--- src/rtl/fifo_read_packer.sv ---
// Pops narrow words from an access-enable FIFO and packs RATIO of them into one
// wide word on a valid/ready output; flush emits a partially filled word.
module fifo_read_packer #(
  parameter int WIDTH       = 8,
  parameter int RATIO       = 4,
  parameter int COUNT_WIDTH = $clog2(RATIO + 1)
) (
  input  logic                     clock,
  input  logic                     reset,
  input  logic                     fifo_empty,
  output logic                     fifo_read_enable,
  input  logic [WIDTH-1:0]         fifo_read_data,
  input  logic                     flush,
  output logic                     packed_valid,
  input  logic                     packed_ready,
  output logic [WIDTH*RATIO-1:0]   packed_data,
  output logic [COUNT_WIDTH-1:0]   packed_count
);

  localparam int IDX_W = $clog2(RATIO);

  logic [IDX_W-1:0]                 idx_q, idx_d;
  logic [RATIO-2:0][WIDTH-1:0]      acc_q, acc_d;
  logic                             out_valid_q, out_valid_d;
  logic [WIDTH*RATIO-1:0]           out_data_q, out_data_d;
  logic [COUNT_WIDTH-1:0]           out_count_q, out_count_d;

  logic out_free;
  logic last_lane;
  logic pop;
  logic flush_emit;

  always_comb begin
    out_free   = !out_valid_q || packed_ready;
    last_lane  = (idx_q == IDX_W'(RATIO - 1));
    pop        = !reset && !fifo_empty && !flush && (!last_lane || out_free);
    flush_emit = flush && (idx_q != '0) && out_free;

    idx_d       = idx_q;
    acc_d       = acc_q;
    out_valid_d = out_valid_q;
    out_data_d  = out_data_q;
    out_count_d = out_count_q;

    if (out_valid_q && packed_ready) begin
      out_valid_d = 1'b0;
    end

    // Accumulator is cleared whenever a word leaves it, so unfilled lanes are
    // already zero when a flush emits a partial word.
    if (pop) begin
      if (last_lane) begin
        out_data_d  = {fifo_read_data, acc_q};
        out_count_d = COUNT_WIDTH'(RATIO);
        out_valid_d = 1'b1;
        idx_d       = '0;
        acc_d       = '0;
      end else begin
        for (int unsigned k = 0; k < RATIO - 1; k++) begin
          if (idx_q == IDX_W'(k)) begin
            acc_d[k] = fifo_read_data;
          end
        end
        idx_d = idx_q + 1'b1;
      end
    end else if (flush_emit) begin
      out_data_d  = {{WIDTH{1'b0}}, acc_q};
      out_count_d = COUNT_WIDTH'(idx_q);
      out_valid_d = 1'b1;
      idx_d       = '0;
      acc_d       = '0;
    end
  end

  always_ff @(posedge clock or posedge reset) begin
    if (reset) begin
      idx_q       <= '0;
      acc_q       <= '0;
      out_valid_q <= 1'b0;
      out_data_q  <= '0;
      out_count_q <= '0;
    end else begin
      idx_q       <= idx_d;
      acc_q       <= acc_d;
      out_valid_q <= out_valid_d;
      out_data_q  <= out_data_d;
      out_count_q <= out_count_d;
    end
  end

  assign fifo_read_enable = pop;
  assign packed_valid     = out_valid_q;
  assign packed_data      = out_data_q;
  assign packed_count     = out_count_q;

endmodule

--- config.mk ---
export PLATFORM = sky130hd
export DESIGN_NAME = fifo_read_packer
export DESIGN_NICKNAME = d
export VERILOG_FILES = /design/src/rtl/fifo_read_packer.sv
export SDC_FILE = /design/constraint.sdc
export NUM_CORES = 1
export LEC_CHECK = 0
export BUFFER_PORTS_ARGS = -buffer_cell sky130_fd_sc_hd__buf_2
export CAP_MARGIN = 20
export CORE_UTILIZATION = 45
export CTS_CLUSTER_DIAMETER = 200
export DETAILED_ROUTE_END_ITERATION = 16
export HOLD_SLACK_MARGIN = 0.03
export PLACE_DENSITY = 0.72
export SLEW_MARGIN = 20
export SYNTH_ARGS = -nofsm -noshare
export SYNTH_HDL_FRONTEND = slang
export SYNTH_SLANG_ARGS = --single-unit
--- constraint.sdc ---
create_clock -name clock -period 2.5 [get_ports clock]
set_input_delay 0.125 -clock clock [delete_from_list [all_inputs] [get_ports clock]]
set_output_delay 0.125 -clock clock [all_outputs]
set_load 0.01 [all_outputs]
==> results.md <==
- Register area share after synthesis: 0.454
- Final core occ: 0.537
- CP max-delay cell: ha_1
- Vias: roughly 2900
- DR vias/cell: approximately 5.8
- CTS tree: built
- Reg-to-reg startpoint: idx_q[0]$_DFFE_PP0P_
- GRT overflow: 0
- Capturing point of the worst reg2reg path: packed_count[2]$_DFFE_PP0P_
- Die height: 89.2 um
- Req. time, crit path: approximately 2.4 ns
- First drt pass iteration count: 4
- Fill count: between 600 and 700
- WL final: between 8000 and 9000 um
- 1st-iter DRT viols: 156
- Setup Buffers After CTS: 0
- Rel. slew slack: 0.481
- N_diodes: 0
- Root Driver: clkbuf_8
- Area leader, netlist: dfrtp_1
- Family with the most delay on the worst path: buffers and inverters
- Num Clock Sinks: between 60 and 70
- Global-route wire length before repair: roughly 14000 um
- Critical Path End Type: output port
- Area growth from synthesis to layout: 14.5%
- Fin. max-slew vios: 0
- Setup_tns: 0 ns
- Synth Area per Inst: between 9 and 10 um2
- Antenna violations before repair: 0
- Min Tclk post-route: roughly 2.4 ns
- Final Skew: approximately 0.0076 ns
- Clk buf depth: 2
- CP Cell Sequence: ha_1, and3b_1, buf_4, nor2_1, buf_2
- Unrepaired setup endpoints after global routing: false
- Main combinational cell family by area after synthesis: compound AO/OA/AOI/OAI gates
- Clk pin slew, worst setup/hold paths: roughly 0.07 ns
- Proportion of synthesized area in mux cells: 0.00659
- H-tree depth: 3
- Leakage: 1.98 nW
- Placed Cells: around 480
- Peak supply drop: ~0.00047 V
- IO Count: 50
- Cells after Synth: 347
- Site row count: 31
- EDFF count, synth: 0
- Hold crit path type: in2reg
- Hold Path Cell Cnt: 3
- Status: finished, final reports clean
- PortBufs: just under 50
- Synth Area in Adders: 0.0146
- Routed len/inst: 17.1 um
- Xor/xnor share of the synthesized area: 0
- Die area: 7950 um2
- Worst skew pair latency: 0.34 ns
- Synthesized flop and latch total: 62
- Simple-Gate Fraction of Synth Area: 0.183
- PD cells: between 1000 and 1500 nW/um2
- Worst reg2reg path depth: 5
- Tightest Pin Transition: approximately 0.77 ns
- Buffers and inverters on the worst path: 2
- Final HPWL DP: roughly 5400 um
- Crit path largest cell delay: ~0.49 ns
- Crit path arrival time: between 2 and 2.5 ns
- R2r setup slk: ~0.30 ns
- Fraction of layout cells with a size suffix above 1: 0.277
- Layout Cells excl Fill: ~490
- Cell area after synthesis: approximately 3400 um2
- Number of global-route vias before repair: about 2800
- Die X-Extent: 89.2 um
- Crit Path Class: reg2out
- Synth warnings: 0
- Largest net degree at the start of global routing: 45
- Count leader, synth: nand2_1
- Crit Path Max Fanout: 33
- Hold wc startpoint: fifo_read_data[6]
- Share of the synthesized area in the top cell type: 0.454
- Core area: approximately 7300 um2
- Hold Violations, Final: 0
- Max Fclk: approximately 0.42 GHz
- Final ANT Viol Nets: 0
- Hold path endpoint: packed_data[30]$_DFFE_PP0P_
- Max Cap Viol: 0
- Net Count, Synth: approximately 360
- Commonest cells in the netlist: nand2_1 (80), dfrtp_1 (62), o221ai_1 (32)
- # DRC: 0
- Synth area leaders: dfrtp_1 (45%), nand2_1 (8.8%), o211ai_2 (8.8%), o221ai_1 (8.2%), a21o_1 (5.3%)
- Hold buffers post-CTS: 1
- CTS buffer count: 9
- Period utilization: 0.947
- Primary FF master, synth: dfrtp_1
- Post-synthesis compound-gate area fraction: 0.282
- Final #Nets: roughly 410
- Setup violators final: 0
- Initial Utilization: 0.469
- Post-synth ARST share: 1.00
- Routability cong.: slightly above 0.8
- CP startpoint kind: flop
- Synth cell types: 31
- Gr usage total: 0.238
- Post_cts resized: 0
-- per-stage QoR --
stage / instance area [um2] / power, mW / setup WS, ns / hold slack, ns
2_1_floorplan: 3420 / 2.72 / 0.747 / 0.290
3_3_place_gp: 3750 / 3.19 / 0.444 / 0.189
3_5_place_dp: 3750 / 3.25 / 0.352 / 0.192
4_1_cts: 3910 / 4.00 / 0.165 / 0.130
5_1_grt: 3910 / 4.26 / 0.0125 / 0.143
6_report: 3910 / 3.96 / 0.131 / 0.152
-- layout by cell type, fill, tap and decap left out, types with 2 or more instances in the layout --
master / n
clkbuf_8: 9
buf_4: 12
a32oi_1: 2
ha_1: 4
buf_2: 49
clkinv_2: 4
dfrtp_1: 62
a21o_1: 24
mux2_2: 2
o221ai_1: 32
buf_12: 3
o211ai_2: 24
nand4_1: 8
nand2b_1: 25
nand3_1: 8
inv_1: 2
nand2_1: 80
a21oi_1: 25
-- worst min-delay path: stages --
cell     delay (ns)
buf_2          0.15
nand4_1        0.10
nand3_1        0.07
-- layer usage --
layer  track usage  share of wire  vias to the layer above  routed length, um
met2         0.373           0.49                       94               4110
met3        0.0646          0.063                       13                527
met5             0              0                        -                  0
met4         0.105          0.017                        0                144
li1              -              -                     1344                  -
met1         0.309           0.43                     1424               3640
-- cell families after synthesis --
| logic type | count (synthesis) |
|---|---|
| AOI/OAI and AO/OA | 112 |
| adders and majority gates | 4 |
| buffers and inverters | 36 |
| DFF | 62 |
| muxes | 2 |
| and+or+nand+nor | 131 |
-- area by class of cell --
cell class,count,area (um2),share of cell area
Multi-Input combinational cell,249,1670,0.426
Tap cell,99,124,0.0316
Clock inverter,5,27.5,0.00703
Timing Repair Buffer,65,405,0.104
Sequential cell,62,1550,0.396
Inverter,3,11.3,0.00288
Clock buffer,10,128,0.0326
-- power by group --
part           internal, mW  leakage (nW)  switching (mW)
Combinational         0.705          1.06           0.898
Clock                 0.347        0.0817           0.391
Sequential             1.34         0.842           0.273
-- state kept, by name (all words and copies together) (netlist names) --
name and cells:
packed_data 32, idx_q 2, acc_q 24, packed_valid 1, packed_count 3
-- how the worst max path moves through the flow --
stage / from / cells past startpoint / to / slack [ns]
final: idx_q[0]$_DFFE_PP0P_ / 5 / fifo_read_enable / 0.13
after global routing: idx_q[0]$_DFFE_PP0P_ / 5 / fifo_read_enable / 0.01
after CTS: idx_q[0]$_DFFE_PP0P_ / 5 / fifo_read_enable / 0.17
after detailed placement: idx_q[0]$_DFFE_PP0P_ / 5 / packed_count[2]$_DFFE_PP0P_ / 0.35
after global placement: idx_q[0]$_DFFE_PP0P_ / 5 / packed_count[2]$_DFFE_PP0P_ / 0.44
after floorplan: idx_q[0]$_DFFE_PP0P_ / 6 / packed_data[10]$_DFFE_PP0P_ / 0.75
Note: power is estimated with default switching activity, not from simulation.
